===== src/rtl/seg_mux_pkg.sv =====
// rtl/seg_mux_pkg.sv - shared state type and default timing constants for seg_mux_scheduler
// Optional dead-time feature is selected by macro SEG_MUX_BLANK_EN in the top file.
package seg_mux_pkg;

  localparam int REFRESH_DIV_DEF  = 4000;
  localparam int BLANK_CYCLES_DEF = 40;

  typedef enum logic [1:0] {
    BLANK_A = 2'd0,
    SHOW_A  = 2'd1,
    BLANK_B = 2'd2,
    SHOW_B  = 2'd3
  } seg_state_e;

  function automatic int max2(input int a, input int b);
    return (a > b) ? a : b;
  endfunction

endpackage


===== src/rtl/dwell_counter.sv =====
// rtl/dwell_counter.sv - per-state dwell counter with terminal-count compare
// Counts up from 0 to limit and then holds; clear restarts it on state entry.
module dwell_counter #(
  parameter int W = 2
) (
  input  logic         clk,
  input  logic         reset,
  input  logic         clear,
  input  logic [W-1:0] limit,
  output logic         done
);

  logic [W-1:0] cnt_q, cnt_d;

  assign done = (cnt_q == limit);

  // Saturating at limit keeps cnt parked while the FSM stalls in BLANK_A.
  always_comb begin
    cnt_d = cnt_q;
    if (clear) begin
      cnt_d = '0;
    end else if (!done) begin
      cnt_d = cnt_q + W'(1);
    end
  end

  always_ff @(posedge clk) begin
    if (reset) begin
      cnt_q <= '0;
    end else begin
      cnt_q <= cnt_d;
    end
  end

endmodule


===== src/rtl/seg_mux_scheduler.sv =====
// rtl/seg_mux_scheduler.sv - two-digit 7-segment multiplex scheduler with tear-free shadow capture
// Macro SEG_MUX_BLANK_EN enables BLANK_B and BLANK_CYCLES dead time; otherwise BLANK_A is 1 cycle.
module seg_mux_scheduler
  import seg_mux_pkg::*;
#(
  parameter int REFRESH_DIV  = REFRESH_DIV_DEF,
  parameter int BLANK_CYCLES = BLANK_CYCLES_DEF
) (
  input  logic       clk,
  input  logic       reset,
  input  logic       en,
  input  logic [3:0] s0,
  input  logic [3:0] s1,
  output logic [3:0] s_mux,
  output logic [1:0] an,
  output logic       frame_done
);

  localparam int CNT_W = $clog2(max2(REFRESH_DIV, BLANK_CYCLES));
  localparam logic [CNT_W-1:0] SHOW_LAST = CNT_W'(REFRESH_DIV - 1);
`ifdef SEG_MUX_BLANK_EN
  localparam logic [CNT_W-1:0] BLANK_LAST = CNT_W'(BLANK_CYCLES - 1);
`else
  localparam logic [CNT_W-1:0] BLANK_LAST = '0;
`endif

  seg_state_e       state_q, state_d;
  logic [CNT_W-1:0] limit;
  logic             done;
  logic             advance;
  logic [3:0]       sh0_q, sh1_q;

  always_comb begin
    limit = SHOW_LAST;
    if (state_q == BLANK_A || state_q == BLANK_B) begin
      limit = BLANK_LAST;
    end
  end

  // en is only consulted at the frame boundary, i.e. the final BLANK_A cycle.
  assign advance = done && ((state_q != BLANK_A) || en);

  dwell_counter #(
    .W(CNT_W)
  ) u_dwell (
    .clk  (clk),
    .reset(reset),
    .clear(advance),
    .limit(limit),
    .done (done)
  );

  always_ff @(posedge clk) begin
    if (reset) begin
      state_q <= BLANK_A;
    end else begin
      state_q <= state_d;
    end
  end

  always_comb begin
    state_d = state_q;
    if (advance) begin
      case (state_q)
        BLANK_A: state_d = SHOW_A;
`ifdef SEG_MUX_BLANK_EN
        SHOW_A:  state_d = BLANK_B;
`else
        SHOW_A:  state_d = SHOW_B;
`endif
        BLANK_B: state_d = SHOW_B;
        default: state_d = BLANK_A;
      endcase
    end
  end

  // Both digits are captured together so a frame never mixes old and new values.
  always_ff @(posedge clk) begin
    if (reset) begin
      sh0_q <= 4'h0;
      sh1_q <= 4'h0;
    end else if (state_q == BLANK_A && done) begin
      sh0_q <= s0;
      sh1_q <= s1;
    end
  end

  always_comb begin
    an         = 2'b11;
    s_mux      = 4'h0;
    frame_done = 1'b0;
    case (state_q)
      SHOW_A: begin
        an    = 2'b10;
        s_mux = sh0_q;
      end
      SHOW_B: begin
        an         = 2'b01;
        s_mux      = sh1_q;
        frame_done = done;
      end
      default: begin
        an    = 2'b11;
        s_mux = 4'h0;
      end
    endcase
  end

endmodule


===== config.mk =====
export PLATFORM = sky130hd
export DESIGN_NAME = seg_mux_scheduler
export DESIGN_NICKNAME = d
export VERILOG_FILES = /design/src/rtl/seg_mux_pkg.sv /design/src/rtl/dwell_counter.sv /design/src/rtl/seg_mux_scheduler.sv
export SDC_FILE = /design/constraint.sdc
export NUM_CORES = 1
export LEC_CHECK = 0
export CAP_MARGIN = 0
export CELL_PAD_IN_SITES_DETAIL_PLACEMENT = 0
export CELL_PAD_IN_SITES_GLOBAL_PLACEMENT = 1
export CORE_MARGIN = 2
export CORE_UTILIZATION = 34
export DETAILED_ROUTE_END_ITERATION = 8
export GPL_TIMING_DRIVEN = 0
export HOLD_SLACK_MARGIN = 0.12
export MAX_ROUTING_LAYER = met4
export PLACE_DENSITY_LB_ADDON = 0.1
export SYNTH_ARGS = -nofsm -noshare
export SYNTH_HDL_FRONTEND = slang
export SYNTH_SLANG_ARGS = --single-unit

===== constraint.sdc =====
create_clock -name clk -period 2 [get_ports clk]
set_clock_uncertainty 0.05 [all_clocks]
set_input_delay 0.4 -clock clk [delete_from_list [all_inputs] [get_ports clk]]
set_output_delay 0.4 -clock clk [all_outputs]
set_load 0.1 [all_outputs]

==> metrics, run 1 <==
Hold EP=sh0_q[1]; Die Span Y=60.36 µm; Mapped Nets=141; Pwr per Cell Area=1456 nW/µm²; ant diodes=0; Yosys cell types=32; Hold Vio Cnt, Final=0; maxcap violations=0; initial antenna violation count=0; Layout area overhead=41.72%; Top FF cell, synth=dfxtp_1; fmax=397.1 MHz; Hold Crit Start=sh0_q[1]; grt ovf=0; io pins=18; Multi-input gate area=634.4 µm²; vias per std cell=5.049; Synth top area share=40.79%; outcome=finished, violations left; Die Span X=60.36 µm; leakage=0.5997 nW; Clock Tree Buf Depth=2; final period utilization=125.9%; Area contributors post-synth=dfxtp_1 41%, nand3_1 7.4%, a21oi_1 6.0%, ha_1 4.6%, xor2_1 4.1%; setup TNS=-2.739 ns; antenna-violating nets left=0; fin nets=177; sum of net half-perimeters after detailed placement=1779 µm; Worst Path Arrival=2.07 ns; CTS clk-pin slew, worst paths=0.12 ns; register area=455.4 µm²; Worst Max-Slew Pin Slew=0.5366 ns; synthesized flop and latch total=22; WL final=2745 µm; total track usage=17.40%; routed len/inst=13.39 µm; post-synthesis sequential area ratio=40.79%; CTS Buf Count=3; crit path max fanout=4; Worst Setup Start Kind=flip-flop; I/O Buffers=16; CP Capture Type=output port; EDFF count, synth=0; H-tree levels=1; fraction of registers with async set/reset=0%; hold slack=0.4261 ns; RSZ-0062 raised after global routing=yes; Rows=20; failing checks=negative setup slack; Crit path largest cell delay=0.54 ns; most frequent CP cell=buf_6; drt pass-1 iters=4; root buffer cell=clkbuf_4; core box area=3028 µm²; worst vdd ir=608.6 µV; R2R depth=8; Slew Limit Fails=0; syn avg cell area=8.570 µm²; capturing point of the worst reg2reg path=sh1_q[1]; drt initial violations=49; CTS tree=built; HP Class=flip-flop to flip-flop; gpl congestion=0.7486; Crit-path slowest cell=or4_4; Post-Syn Area=1080 µm²; vias=1035; global-route wire length before repair=4491 µm; hold path depth=2; Yosys top cell by area=dfxtp_1; synthesized instance count=126; Setup-failing EPs final=21; Tmin final=2.518 ns; pre-CTS setup slack=-1.447 ns; Initial Util=35.66%; CP Cell Sequence=buf_6 > inv_4 > or4_4 > a211oi_4 > buf_6 > and2_4 > buf_12; DRC errors left=0; clk_lat worst skew=0.31 ns; largest net degree at the start of global routing=13; relative slew slack=64.22%; YS warnings=0; die area=3643 µm²; vias in the first global route=990; Reg2Reg Launch Point=u_dwell.cnt_q[4]; Fill cells=302; Setup WS post-layout=-0.5185 ns; share of cells above drive strength 1=32.92%; CTS Sinks=22; Worst Path Required=1.55 ns; CP Class=flip-flop to output port; Register-to-Register Setup Slack=-0.18 ns; # hold bufs at CTS=0
critical path: cells and delay by family, from the launching register on:
kind,cells,cell delay [ns]
buffers and inverters,4,0.44
AO/OA/AOI/OAI,1,0.29
flip-flops,1,0.34
AND/OR/NAND/NOR,2,0.68
cell usage in the layout, fill, tap and decap left out, types with 2 or more instances in the layout:
cell / synthesis / routed
nand4_1: 2 / 2
and3_1: 5 / 5
nor3_1: 2 / 2
dfxtp_2: 0 / 6
clkdlybuf4s50_1: 0 / 9
a21oi_1: 13 / 10
nor2_1: 11 / 11
inv_1: 6 / 5
a22o_1: 4 / 4
clkbuf_1: 3 / 3
nor4_1: 2 / 2
ha_1: 4 / 2
buf_4: 0 / 13
a21oi_2: 0 / 3
nand2_1: 10 / 10
nand3_1: 16 / 15
xor2_1: 5 / 5
clkbuf_4: 0 / 3
buf_6: 1 / 8
dfxtp_1: 22 / 14
ha_2: 0 / 2
buf_2: 2 / 3
dfxtp_4: 0 / 2
registers in the layout, indices dropped and copies added, names as in the netlist:
signal	flops
u_dwell.cnt_q	12
state_q	2
sh0_q	4
sh1_q	4
per-layer routing:
metal	part of all wire [%]	vias up	routed length [µm]	GRT usage (%)
li1	-	520	-	-
met1	45	484	1244	19.42
met2	48	25	1327	30.90
met3	4.4	6	122	2.132
met4	1.9	0	51	7.619
met5	0	-	0	-
synth_stat cells (2+ instances only):
cell type,n
nor2_1,11
nor4_1,2
and3_1,5
clkbuf_1,3
buf_2,2
nor3_1,2
nand4_1,2
nand3_1,16
dfxtp_1,22
nand2b_1,2
a22o_1,4
a21oi_1,13
nand2_1,10
xor2_1,5
or2_1,2
ha_1,4
inv_1,6
cell families after synthesis:
| family | after synthesis | synth area share [%] |
|---|---|---|
| DFF | 22 | 40.79 |
| adders and majority gates | 4 | 4.635 |
| and+or+nand+nor | 57 | 27.00 |
| muxes | 2 | 1.970 |
| AOI/OAI and AO/OA | 23 | 15.64 |
| buffers and inverters | 12 | 5.098 |
| xor gates and xnor gates | 6 | 4.867 |
through the flow:
stage	std cells	util, %	total power (W)	cell area (µm²)
6_report	205	50.54	0.002228	1530
5_1_grt	205	50.54	0.002395	1530
4_1_cts	196	45.99	0.001982	1393
3_3_place_gp	186	43.22	0.001642	1309
3_5_place_dp	186	43.22	0.001660	1309
2_1_floorplan	126	-	0.001416	1094
worst max-delay path by stage:
stage                      from          to  slack [ns]
6_report       u_dwell.cnt_q[4]  frame_done       -0.52
5_1_grt        u_dwell.cnt_q[4]  frame_done       -0.61
3_3_place_gp   u_dwell.cnt_q[1]  frame_done       -1.43
3_5_place_dp   u_dwell.cnt_q[1]  frame_done       -1.45
2_1_floorplan  u_dwell.cnt_q[4]  frame_done       -0.34
4_1_cts        u_dwell.cnt_q[2]  frame_done       -0.53
repair_timing:
action | in CTS | in global routing
gates resized for setup | 49 | 19
pin swaps | 10 | 10
setup endpoints to repair | 26 | 22
buffers inserted | 6 | 10
cell type report:
type                    count  share of cell area, %
flip-flops and latches     22                  29.76
well taps                  44                  3.598
inverters                   6                  1.635
clock buffers               4                  2.371
multi-input cells          92                  41.46
plain buffers               6                  2.535
repair buffers             31                  18.64
report_power, final:
part	switching (W)	internal (W)
Combinational	0.000767	0.000574
Sequential	0.0000829	0.000556
Clock	0.000137	0.000111
Power figures use the tool's default switching activity.
==> run 2, diff against run 1 <==
==> constraint.sdc (replaced) <==
create_clock -name clk -period 2 [get_ports clk]
set_clock_uncertainty 0.05 [all_clocks]
set_input_delay 0.4 -clock clk [delete_from_list [all_inputs] [get_ports clk]]
set_output_delay 0.4 -clock clk [all_outputs]
set_load 0.02 [all_outputs]
==> run 2 against run 1 <==
Sequential share of layout area about the same. Cell area rose by 0.82%. Setup slack better by 0.055 ns. Die area did not move. The run still ends with negative setup slack left. Critical path depth is 1 lower. Non-clock buffer count fell by 1. Flip-flop and latch count unchanged. Sequential power rose by 2%. Utilization up 0.41 points. Largest power group unchanged. Combinational power down 16%. Power decreased by 8.7%. Worst hold slack gained 0.00063 ns.
==> metrics, run 2 (synthesized netlist as in run 1, its figures left out) <==
total track usage=17.31%; ant diodes=0; CTS Buf Count=3; H-tree levels=1; gpl congestion=0.7486; Reg2Reg Launch Point=u_dwell.cnt_q[2]; # hold bufs at CTS=0; R2R depth=7; sum of net half-perimeters after detailed placement=1779 µm; Worst Setup Start Kind=flip-flop; DRC errors left=0; fin nets=176; Worst Path Arrival=2.01 ns; Clock Tree Buf Depth=2; worst vdd ir=502.0 µV; total power draw=0.002033 W; maxcap violations=0; crit path max fanout=3; hold slack=0.4267 ns; final period utilization=123.2%; Fill cells=299; Tmin final=2.464 ns; commonest non-fill, non-tap cell in the layout=nand3_1; Setup-failing EPs final=21; Hold Vio Cnt, Final=0; die area=3643 µm²; antenna-violating nets left=0; Slew Limit Fails=0; Register-to-Register Setup Slack=-0.20 ns; max FFs per register=12; grt ovf=0; RSZ-0062 raised after global routing=yes; core box area=3028 µm²; capturing point of the worst reg2reg path=sh1_q[1]; vias per std cell=5.064; Die Span Y=60.36 µm; largest net degree at the start of global routing=13; relative slew slack=61.83%; Hold EP=sh0_q[1]; hold path depth=2; Pwr per Cell Area=1318 nW/µm²; vias=1033; CTS tree=built; fin cells=204; most frequent cells in the layout=15 x nand3_1, 13 x dfxtp_1, 11 x nor2_1, 10 x nand2_1, 10 x buf_4; outcome=finished, violations left; Setup WS post-layout=-0.4638 ns; fmax=405.9 MHz; vias in the first global route=976; I/O Buffers=16; HP Class=flip-flop to flip-flop; failing checks=negative setup slack; Worst Max-Slew Pin Slew=0.5726 ns; clk_lat worst skew=0.31 ns; initial antenna violation count=0; Rows=20; setup TNS=-3.034 ns; Initial Util=35.66%; largest registers=u_dwell.cnt_q: 12 flops, sh0_q: 4 flops, sh1_q: 4 flops; drt initial violations=53; Hold Crit Start=sh0_q[1]; drt pass-1 iters=4; CTS Sinks=22; Layout area overhead=42.87%; Die Span X=60.36 µm; WL final=2752 µm; register area=459.2 µm²; leakage=0.6016 nW; Multi-input gate area=653.1 µm²; Cell Count Post-Placement=186; routed len/inst=13.49 µm; Worst Path Required=1.55 ns; CP Class=flip-flop to output port; io pins=18; share of cells above drive strength 1=30.63%; global-route wire length before repair=4464 µm; Biggest register=u_dwell.cnt_q; root buffer cell=clkbuf_4; Finished Core Util=50.95%; CP Capture Type=output port; CTS clk-pin slew, worst paths=0.13 ns
[run 2: routing by layer]
layer / global-route usage [%] / vias up / wire length, µm / part of all wire, %
li1: - / 518 / - / -
met1: 19.97 / 485 / 1226 / 45
met2: 29.97 / 25 / 1353 / 49
met3: 2.132 / 5 / 117 / 4.3
met4: 7.619 / 0 / 55 / 2.0
met5: - / - / 0 / 0
[run 2: area by class of cell]
type / count / area share, %
multi-input cells: 92 / 42.34
well taps: 44 / 3.569
inverters: 6 / 1.622
repair buffers: 30 / 17.84
clock buffers: 4 / 2.352
plain buffers: 6 / 2.514
flip-flops and latches: 22 / 29.76
[run 2: worst max-delay path by stage]
stage,from,endpoint,slack (ns),cells past startpoint
floorplan,u_dwell.cnt_q[4],frame_done,-0.18,6
global placement,u_dwell.cnt_q[1],frame_done,-0.90,6
detailed placement,u_dwell.cnt_q[1],frame_done,-0.92,6
CTS,u_dwell.cnt_q[2],frame_done,-0.46,6
global route,u_dwell.cnt_q[1],frame_done,-0.55,6
finish,u_dwell.cnt_q[2],frame_done,-0.46,6
[run 2: power by group]
group / switching (W) / leakage (nW) / internal (W) / total (W)
clock network: 0.000140 / 0.0210 / 0.000111 / 0.000251
registers: 0.0000899 / 0.184 / 0.000561 / 0.000651
logic: 0.000565 / 0.396 / 0.000566 / 0.00113
total: 0.000794 / 0.602 / 0.00124 / 0.00203
[run 2: metrics by stage]
stage | cell area [µm²] | setup slack [ns]
6_report | 1543 | -0.4638
5_1_grt | 1543 | -0.5451
4_1_cts | 1409 | -0.4599
3_5_place_dp | 1309 | -0.9168
3_3_place_gp | 1309 | -0.8999
2_1_floorplan | 1094 | -0.1807
[run 2: what timing repair did]
action | in CTS | in global routing
setup buffers | 6 | 9
pin swaps | 10 | 10
resized for setup | 20 | 21
setup endpoints to repair | 26 | 26
[run 2: critical path: stages, from the launching register on]
cell and delay (ns):
dfxtp_4 0.38, nand4_1 0.13, or4_4 0.53, a211oi_4 0.29, buf_6 0.14, and2_4 0.13
buf_6 0.10
==> run 3, diff against run 2 <==
--- a/config.mk
+++ b/config.mk
@@ -9,7 +9,7 @@
 export CELL_PAD_IN_SITES_DETAIL_PLACEMENT = 0
 export CELL_PAD_IN_SITES_GLOBAL_PLACEMENT = 1
 export CORE_MARGIN = 2
-export CORE_UTILIZATION = 34
+export CORE_UTILIZATION = 35
 export DETAILED_ROUTE_END_ITERATION = 8
 export GPL_TIMING_DRIVEN = 0
 export HOLD_SLACK_MARGIN = 0.12
@@ -17,4 +17,5 @@
 export PLACE_DENSITY_LB_ADDON = 0.1
 export SYNTH_ARGS = -nofsm -noshare
 export SYNTH_HDL_FRONTEND = slang
+export SYNTH_HIERARCHICAL = 1
 export SYNTH_SLANG_ARGS = --single-unit
==> constraint.sdc (replaced) <==
create_clock -name clk -period 2 [get_ports clk]
set_clock_uncertainty 0.05 [all_clocks]
set_input_delay 0.3 -clock clk [delete_from_list [all_inputs] [get_ports clk]]
set_output_delay 0.3 -clock clk [all_outputs]
set_load 0.02 [all_outputs]
==> run 3 against run 2 <==
The flow still finishes with violations (negative setup slack). Final cell count is 11% higher. Register-to-register slack worse by 0.38 ns. Sequential share of layout area decreased by 5.6 points. Power fell by 21%. Critical endpoint unchanged.
==> metrics, run 3 <==
Biggest register=u_dwell/cnt_q; setup TNS=-10.90 ns; final instance area=1831 µm²; sum of net half-perimeters after detailed placement=1943 µm; Initial Util=36.36%; initial antenna violation count=0; fin cells=226; Layout area overhead=52.08%; post-synthesis sequential area ratio=36.59%; Yosys cell types=32; vias per std cell=5.066; hold path depth=2; antenna-violating nets left=0; gpl congestion=0.7634; largest registers=u_dwell/cnt_q: 12 flops, sh0_q: 4 flops, sh1_q: 4 flops; fin nets=197; Slew Limit Fails=0; DRC errors left=0; drt initial violations=89; Hold Crit Start=sh0_q[2]; Cell Count Post-Placement=206; Clock Tree Buf Depth=2; fraction of registers with async set/reset=0%; total power draw=0.001605 W; Reg2Reg Launch Point=state_q[1]; crit path max fanout=3; Area contributors post-synth=dfxtp_1 37%, xor2_1 9.5%, a21oi_1 7.1%, ha_1 5.2%, nand2_1 5.0%; total track usage=16.73%; failing checks=negative setup slack; io pins=18; Die Span X=62.65 µm; global-route wire length before repair=5140 µm; Hold Vio Cnt, Final=0; core box area=3311 µm²; I/O Buffers=17; die area=3924 µm²; # hold bufs at CTS=0; Finished Core Util=55.29%; final period utilization=138.2%; CTS clk-pin slew, worst paths=0.14 ns; Register-to-Register Setup Slack=-0.58 ns; RSZ-0062 raised after global routing=yes; YS warnings=6; Worst Path Required=1.65 ns; HP Class=flip-flop to flip-flop; Post-Syn Area=1204 µm²; fmax=361.8 MHz; Worst Setup Start Kind=flip-flop; root buffer cell=clkbuf_4; CP Capture Type=output port; R2R depth=15; largest net degree at the start of global routing=13; grt ovf=0; commonest non-fill, non-tap cell in the layout=dfxtp_1; Die Span Y=62.65 µm; most common cell in the synthesized netlist=dfxtp_1; share of cells above drive strength 1=36.11%; clk_lat worst skew=0.31 ns; vias in the first global route=1123; synthesized instance count=142; capturing point of the worst reg2reg path=u_dwell/cnt_q[6]; worst vdd ir=459.6 µV; most frequent cells in the layout=20 x dfxtp_1, 14 x nand2_1, 11 x a21oi_2, 11 x buf_4; WL final=3114 µm; CTS Buf Count=3; drt pass-1 iters=4; Fill cells=314; outcome=finished, violations left; synthesized flop and latch total=22; syn avg cell area=8.476 µm²; Tmin final=2.764 ns; Top FF cell, synth=dfxtp_1; max FFs per register=12; synth cell count leaders=22 x dfxtp_1, 17 x a21oi_1, 16 x nand2_1, 13 x xor2_1, 10 x nand3_1; routed len/inst=13.78 µm; DP Area=1524 µm²; leakage=0.6850 nW; Setup-failing EPs final=23; CTS Sinks=22; maxcap violations=0; Yosys top cell by area=dfxtp_1; Rows=21; H-tree levels=1; vias=1145; Pwr per Cell Area=876.8 nW/µm²; Setup WS post-layout=-0.7642 ns; ant diodes=0; EDFF count, synth=0; CP Class=flip-flop to output port; register area=442.9 µm²; Worst Path Arrival=2.41 ns; Synth top area share=36.59%; Hold EP=sh0_q[2]; Multi-input gate area=853.3 µm²; CTS tree=built
[run 3: cell count changes after synthesis, sizes merged, moves of 3 or more]
cell	change
xor2	+8
nand2	+7
nand3	-6
nor2	-6
a21oi	+4
and3	-4
o21ai	+4
o31ai	+4
or3	+3
or4	+3
[run 3: worst max-delay path by stage]
| stage | from | end | depth (start not counted) |
|---|---|---|---|
| after floorplan | state_q[1] | frame_done | 11 |
| after global placement | state_q[1] | frame_done | 12 |
| after detailed placement | state_q[1] | frame_done | 12 |
| after CTS | state_q[1] | frame_done | 12 |
| after global routing | state_q[0] | frame_done | 12 |
| final | state_q[1] | frame_done | 12 |
[run 3: final cells by class]
class                   instances  area share [%]
clock buffers                   4           1.982
multi-input cells             110           46.62
plain buffers                   5           4.170
repair buffers                 34           18.73
inverters                       5           1.162
well taps                      46           3.144
flip-flops and latches         22           24.20
[run 3: layer usage]
metal,share of wire (%),GRT usage [%]
met1,46,22.17
met2,50,26.34
met3,3.9,2.523
met4,0.58,5.278
met5,0,-
[run 3: cell families (layout without fill, tap and decap cells)]
group	Yosys count	count (layout)	share of synthesized area, %
AOI/OAI and AO/OA	33	33	17.05
xor gates and xnor gates	14	14	10.19
adders and majority gates	5	5	5.198
buffers and inverters	11	48	4.885
DFF	22	22	36.59
muxes	2	2	1.663
other	1	2	0.3116
and+or+nand+nor	54	54	24.12
[run 3: power by group]
group          total [W]  switching (W)  internal, W
logic           0.000797       0.000372     0.000425
registers       0.000553      0.0000575     0.000496
clock network   0.000255       0.000144     0.000111
total            0.00160       0.000573      0.00103
[run 3: worst max-delay path, cell delays in order (launching register included)]
cell and delay (ns):
dfxtp_2 0.36, buf_6 0.11, ha_4 0.15, nor2_4 0.15, buf_4 0.14, xor2_1 0.07, nor4_2 0.33, and3_4 0.26
buf_6 0.11, buf_12 0.10, buf_8 0.09, and2_4 0.13, buf_6 0.10
[run 3: metrics by stage]
step                worst slack, ns  hold WS (ns)
global route                -0.9171        0.4451
finish                      -0.7642        0.4171
detailed placement           -1.293        0.3975
floorplan                   -0.4843        0.3860
CTS                         -0.7567        0.4160
global placement             -1.317        0.3933
[run 3: what timing repair did]
item                       in CTS  in global routing
cloned                          1                  1
hold endpoints to repair        0                  0
pin swaps                       5                  2
gates resized for setup        32                 18
setup endpoints to repair      29                 27
setup buffers                  10                  6
